--- config.mk ---
export PLATFORM = sky130hd
export DESIGN_NAME = acc_stream_reader
export DESIGN_NICKNAME = d
export VERILOG_FILES = /design/src/rtl/acc_stream_reader.sv
export SDC_FILE = /design/constraint.sdc
export NUM_CORES = 1
export LEC_CHECK = 0
export BUFFER_PORTS_ARGS = -buffer_cell sky130_fd_sc_hd__clkbuf_2
export CAP_MARGIN = 10
export CELL_PAD_IN_SITES_DETAIL_PLACEMENT = 0
export CELL_PAD_IN_SITES_GLOBAL_PLACEMENT = 1
export CORE_MARGIN = 5
export CORE_UTILIZATION = 39
export CTS_CLUSTER_SIZE = 14
export DETAILED_ROUTE_END_ITERATION = 7
export GPL_TIMING_DRIVEN = 0
export PLACE_DENSITY_LB_ADDON = 0.1
export SLEW_MARGIN = 20
export SYNTH_ARGS = -nofsm -noshare
export SYNTH_HDL_FRONTEND = slang
export SYNTH_SLANG_ARGS = --single-unit
export TNS_END_PERCENT = 20
--- constraint.sdc ---
create_clock -name clk -period 4.6 [get_ports clk]
set_input_delay 0.23 -clock clk [delete_from_list [all_inputs] [get_ports clk]]
set_output_delay 0.23 -clock clk [all_outputs]
set_load 0.02 [all_outputs]
--- src/rtl/acc_stream_reader.sv ---
// Accumulator SRAM read initiator: drains a contiguous word range into a valid/ready stream.
// Optional macro ACC_CLEAR_ON_READ_EN zeroes each word with a write in the cycle after its read.
module acc_stream_reader #(
    parameter int ADDR_W = 13,
    parameter int DATA_W = 32,
    parameter int LEN_W  = 12
) (
    input  logic              clk,
    input  logic              rst_i,
    input  logic              start_i,
    input  logic [ADDR_W-1:0] base_addr_i,
    input  logic [LEN_W-1:0]  len_i,
    output logic              busy_o,
    output logic              done_o,
    output logic              ram_en_o,
    output logic              ram_wen_o,
    output logic [ADDR_W-1:0] ram_r_addr_o,
    output logic [ADDR_W-1:0] ram_w_addr_o,
    output logic [DATA_W-1:0] ram_wdata_o,
    input  logic [DATA_W-1:0] ram_rdata_i,
    output logic              m_valid_o,
    input  logic              m_ready_i,
    output logic [DATA_W-1:0] m_data_o,
    output logic              m_last_o
);
    localparam int IDX_W = ADDR_W - 2;

    typedef enum logic [1:0] {IDLE, READ, DRAIN} state_t;

    state_t            state_q, state_d;
    logic [IDX_W-1:0]  idx_q;
    logic [LEN_W-1:0]  remain_q;
    logic              zero_done_q;
    logic              inflight_q, inflight_last_q;
    logic              head_v_q, head_last_q, tail_v_q, tail_last_q;
    logic [DATA_W-1:0] head_data_q, tail_data_q;

    logic              pop, issue, final_issue, final_beat, clr_now, to_tail;
    logic [1:0]        occupancy;
    logic              base_unused;

    assign base_unused = ^base_addr_i[1:0];

    // Credit counts the beat leaving this cycle so a full-rate stream has no bubbles.
    assign pop         = head_v_q & m_ready_i;
    assign final_beat  = pop & head_last_q;
    assign occupancy   = {1'b0, head_v_q} + {1'b0, tail_v_q} + {1'b0, inflight_q} - {1'b0, pop};
    assign issue       = (state_q == READ) && (occupancy < 2'd2) && !clr_now && !rst_i;
    assign final_issue = issue && (remain_q == LEN_W'(1));
    assign to_tail     = inflight_q && ((head_v_q && !pop) || (pop && tail_v_q));

`ifdef ACC_CLEAR_ON_READ_EN
    logic             clr_pend_q;
    logic [IDX_W-1:0] clr_idx_q;

    assign clr_now = clr_pend_q && !rst_i;

    always_ff @(posedge clk) begin
        if (rst_i) begin
            clr_pend_q <= 1'b0;
            clr_idx_q  <= '0;
        end else begin
            clr_pend_q <= issue;
            clr_idx_q  <= idx_q;
        end
    end
`else
    assign clr_now = 1'b0;
`endif

    always_ff @(posedge clk) begin
        if (rst_i) state_q <= IDLE;
        else       state_q <= state_d;
    end

    always_comb begin
        state_d = state_q;
        case (state_q)
            IDLE:    if (start_i && len_i != '0) state_d = READ;
            READ:    if (final_issue) state_d = DRAIN;
            DRAIN:   if (final_beat) state_d = IDLE;
            default: state_d = IDLE;
        endcase
    end

    always_ff @(posedge clk) begin
        if (rst_i) begin
            idx_q           <= '0;
            remain_q        <= '0;
            zero_done_q     <= 1'b0;
            inflight_q      <= 1'b0;
            inflight_last_q <= 1'b0;
            head_v_q        <= 1'b0;
            head_last_q     <= 1'b0;
            head_data_q     <= '0;
            tail_v_q        <= 1'b0;
            tail_last_q     <= 1'b0;
            tail_data_q     <= '0;
        end else begin
            zero_done_q     <= (state_q == IDLE) && start_i && (len_i == '0);
            inflight_q      <= issue;
            inflight_last_q <= final_issue;

            if (state_q == IDLE && start_i) begin
                idx_q    <= base_addr_i[ADDR_W-1:2];
                remain_q <= len_i;
            end else if (issue) begin
                idx_q    <= idx_q + IDX_W'(1);
                remain_q <= remain_q - LEN_W'(1);
            end

            // Head is the presented beat; tail only fills while the head is stalled.
            if (pop && tail_v_q) begin
                head_data_q <= tail_data_q;
                head_last_q <= tail_last_q;
            end else if (inflight_q && (!head_v_q || pop)) begin
                head_data_q <= ram_rdata_i;
                head_last_q <= inflight_last_q;
            end else if (pop) begin
                head_last_q <= 1'b0;
            end
            head_v_q <= (head_v_q && !pop) || tail_v_q || inflight_q;

            if (to_tail) begin
                tail_data_q <= ram_rdata_i;
                tail_last_q <= inflight_last_q;
            end
            tail_v_q <= (tail_v_q && !pop) || to_tail;
        end
    end

    always_comb begin
        ram_en_o     = issue || clr_now;
        ram_wen_o    = !clr_now;
        ram_r_addr_o = '0;
        if (issue) ram_r_addr_o = {idx_q, 2'b00};
`ifdef ACC_CLEAR_ON_READ_EN
        else if (clr_now) ram_r_addr_o = {clr_idx_q, 2'b00};
`endif
    end

    assign ram_w_addr_o = ram_r_addr_o;
    assign ram_wdata_o  = '0;
    assign busy_o       = (state_q != IDLE);
    assign done_o       = zero_done_q || final_beat;
    assign m_valid_o    = head_v_q;
    assign m_data_o     = head_data_q;
    assign m_last_o     = head_last_q;

endmodule

==> flow_summary.toml <==
[yosys]
synth_common_cells = "123 x nand2_1, 96 x dfxtp_1, 51 x nor2_1, 48 x buf_4, 46 x nand3_1"
synth.area.mux_share_pct = 0.845
syn_inst = 609
synthArstFlopShare_pct = 0
synth_seq_cells = 96
synth-simple-area-share_pct = 25.9
synth_sequential_area_ratio_pct = 40.6
synth.cell_area_um2 = 4740
synth_top_family_by_area = "simple AND/OR/NAND/NOR gates"
yosys.area.top_type = "dfxtp_1"
synth_fa_ha_area_share_pct = 1.32
synth_xor_area_share_pct = 0.370
synth_top_area_share_pct = 40.6
syn_area_per_cell_um2 = 7.78
synth_most_common_cell = "nand2_1"
synthFlopType = "dfxtp_1"
synth_edf_count = 0
ys_warn_count = 0
synth_compound_area_share_pct = 18.3
ys_types = 56
synth_area_leaders = "dfxtp_1 41%, nand2_1 9.7%, buf_4 7.6%, a311oi_1 6.8%, nand3_1 4.9%"

[placement]
place_inst = 908
hpwl_mm = 10.5
place_congestion = 0.816
portBuffers = 117

[power]
p_seq_share_pct = 44.3
swShare_pct = 27.2
power.leakage_uw = 0.00257
power_per_cell_area_nw_per_um2 = 340
p_int_uw = 1470
clkPwrFrac_pct = 40.2
p_total_uw = 2030
p_switching_uw = 552
vdd_drop_max_mv = 0.208
p_comb_share_pct = 15.6

[worst_setup_path]
cp.required_ps = 4370
cp_slowest_cell = "mux2i_2"
cp_cell_sequence = "clkbuf_1 > clkbuf_1 > inv_1 > ha_1 > inv_1 > ha_1 > a21oi_1 > mux2i_2 > inv_1 > buf_2 > clkbuf_1 > and2_1 > buf_4 > clkbuf_2"
start_kind = "flip-flop"
crit_family = "buffers and inverters"
slowest_delay_ps = 500
cp_max_fo = 10
worstSetupPathType = "flip-flop to primary output"
critPathArrivalTime_ps = 3950
end_kind = "primary output"
path_buf_inv = 9

[sta]
hold_viol = 0
finalMaxSlewViolations = 0
rsz0062_at_grt = "no"
worstMarginPinSlew_ps = 769
skew_ps = 5.81
fin_setup_tns_ps = 0
fin_crit_ps = 4180
finalCritPeriodShare_pct = 90.8
fmax_mhz = 239
finalSetupViolations = 0
slew_headroom_pct = 48.5

[route]
via_per_inst = 5.16
ant_nets = 0
via_count = 4767
drt-total-wl_mm = 14.2
wl_per_cell_um = 15.4
drt_first_pass_iters = 5
drt-initial-drc-count = 361
drc_errors = 0

[global_routing]
grt.overflow.total = 0
grt_pass1_vias = 4545
grt_pass1_wl_mm = 22.6
grt_usage_pct = 19.2
antenna_found_initial = 0
use_met1_pct = 25.4
grt_use_met2_pct = 31.1
grt.busiest_layer = "met2"
grt_max_degree = 16
grtUsageMet3_pct = 3.51

[outcome]
status = "finished clean"

[floorplan]
row_count = 40
core-area_um2 = 12000
io_pins = 157
dieHeight_um = 120
fp.dieW_um = 120
fp.dieArea_um2 = 14400
start_util_pct = 39.6

[clock_network]
h-tree-depth = 3
clock_sinks = 96
cts_setup_buffers = 0
clockBufferDepth = 2
numCtsBuffers = 9
path_clk_slew_ps = 70
tritoncts = "done"
cts_root_buf = "clkbuf_16"
clk_latency_ps = 340

[min_path]
hold_class = "input pin to flip-flop"

[layout]
diodes = 0
final_util_pct = 49.8
drive_gt1_share_pct = 24.7
syn2layout_area_growth_pct = 25.8
fill_cells = 1227
seqCellArea_um2 = 1920
fin_cells = 923
multi_input_area_um2 = 2360
fin_nets = 838

[run]
max-cap-violations = 0
[power by group through the flow]
stage / registers [uW] / logic [uW] / clock network [uW]
floorplan: 924 / 198 / 0
global placement: 913 / 309 / 0
detailed placement: 915 / 312 / 0
CTS: 896 / 313 / 828
global route: 902 / 345 / 854
finish: 897 / 316 / 814
[sequential cells by signal, indices dropped and copies added (netlist names)]
register / count
m_data_o: 32
remain_q: 12
tail_data_q: 32
inflight_last_q: 1
zero_done_q: 1
state_q: 2
inflight_q: 1
idx_q: 11
tail_last_q: 1
m_valid_o: 1
m_last_o: 1
tail_v_q: 1
[what timing repair did]
| item | 4_1_cts | 5_1_grt |
|---|---|---|
| resized for setup | 0 | 1 |
| hold endpoints to repair | 0 | 0 |
| hold buffers | 0 | 0 |
| setup endpoints to repair | 0 | 9 |
[cell usage in the layout (no fill, tap or decap), types with 2 or more instances in the layout]
cell | Yosys | final
conb_1 | 2 | 37
nand4_1 | 5 | 5
nor4_1 | 5 | 5
clkbuf_1 | 41 | 42
buf_1 | 3 | 3
a31oi_1 | 12 | 12
clkbuf_2 | 0 | 117
inv_1 | 14 | 14
a41o_1 | 2 | 2
nand2_1 | 123 | 123
a22oi_1 | 2 | 2
o21bai_1 | 3 | 3
o31ai_1 | 3 | 3
clkbuf_16 | 0 | 9
bufinv_16 | 0 | 2
nor3_1 | 4 | 4
ha_1 | 5 | 5
a311oi_1 | 37 | 37
nand2b_1 | 3 | 3
or4_1 | 4 | 4
o21ai_0 | 2 | 2
dfxtp_1 | 96 | 96
buf_2 | 3 | 3
and2_1 | 12 | 12
a2bb2oi_1 | 2 | 2
a32oi_1 | 2 | 2
nor2_1 | 51 | 51
a21oi_1 | 40 | 40
mux2i_1 | 4 | 3
and4_1 | 2 | 2
or2_2 | 3 | 3
a31o_2 | 3 | 3
o21a_1 | 2 | 2
buf_4 | 48 | 48
nand3_1 | 46 | 46
a211oi_1 | 2 | 2
[path summary, 6_finish.rpt]
check	startpoint	endpoint	slack, ps	cells past startpoint
worst min register to register	tail_data_q[7]	tail_data_q[7]	450	2
worst max-delay path	inflight_q	ram_w_addr_o[12]	420	14
worst min-delay path	ram_rdata_i[18]	tail_data_q[18]	120	3
worst max register to register	inflight_q	idx_q[1]	1080	11
[logic make-up (layout without fill, tap and decap cells)]
kind of cell | count (synthesis) | in the layout
flip-flops | 96 | 96
AND/OR/NAND/NOR | 269 | 269
other | 2 | 37
adder cells (fa/ha/maj) | 5 | 5
AO/OA/AOI/OAI | 122 | 122
buffers and inverters | 109 | 241
XOR/XNOR | 2 | 2
multiplexers | 4 | 4
[through the flow]
| step | hold WS [ps] | setup slack, ps | instance area [um2] |
|---|---|---|---|
| final | 118 | 422 | 5960 |
| after detailed placement | 447 | 611 | 5640 |
| after CTS | 112 | 196 | 5960 |
| after floorplan | 366 | 1350 | 4870 |
| after global placement | 443 | 654 | 5640 |
| after global routing | 121 | 92.9 | 5960 |
[worst register-to-register path: stages (launching register included)]
cell	delay [ps]
dfxtp_1	310
clkbuf_1	310
clkbuf_1	460
inv_1	130
ha_1	300
inv_1	40
ha_1	260
a21oi_1	270
mux2i_2	500
clkbuf_1	480
nand2_1	110
a311oi_1	270
[layer usage]
| metal | part of all wire (%) | wire length (um) | vias up |
|---|---|---|---|
| met5 | 0 | 0 | - |
| met4 | 1.3 | 184 | 0 |
| met3 | 7.2 | 1030 | 16 |
| met2 | 46 | 6600 | 191 |
| met1 | 45 | 6440 | 2186 |
| li1 | - | - | 2374 |
[final cells by class]
cell class / instances / area share, %
Sequential cell: 96 / 32.2
Clock inverter: 4 / 1.28
Inverter: 14 / 0.882
Timing Repair Buffer: 117 / 9.83
Multi-Input combinational cell: 439 / 39.5
Tap cell: 147 / 3.09
Buffer: 95 / 9.07
Clock buffer: 11 / 4.07
No activity file was read; power rests on OpenSTA's default activity.
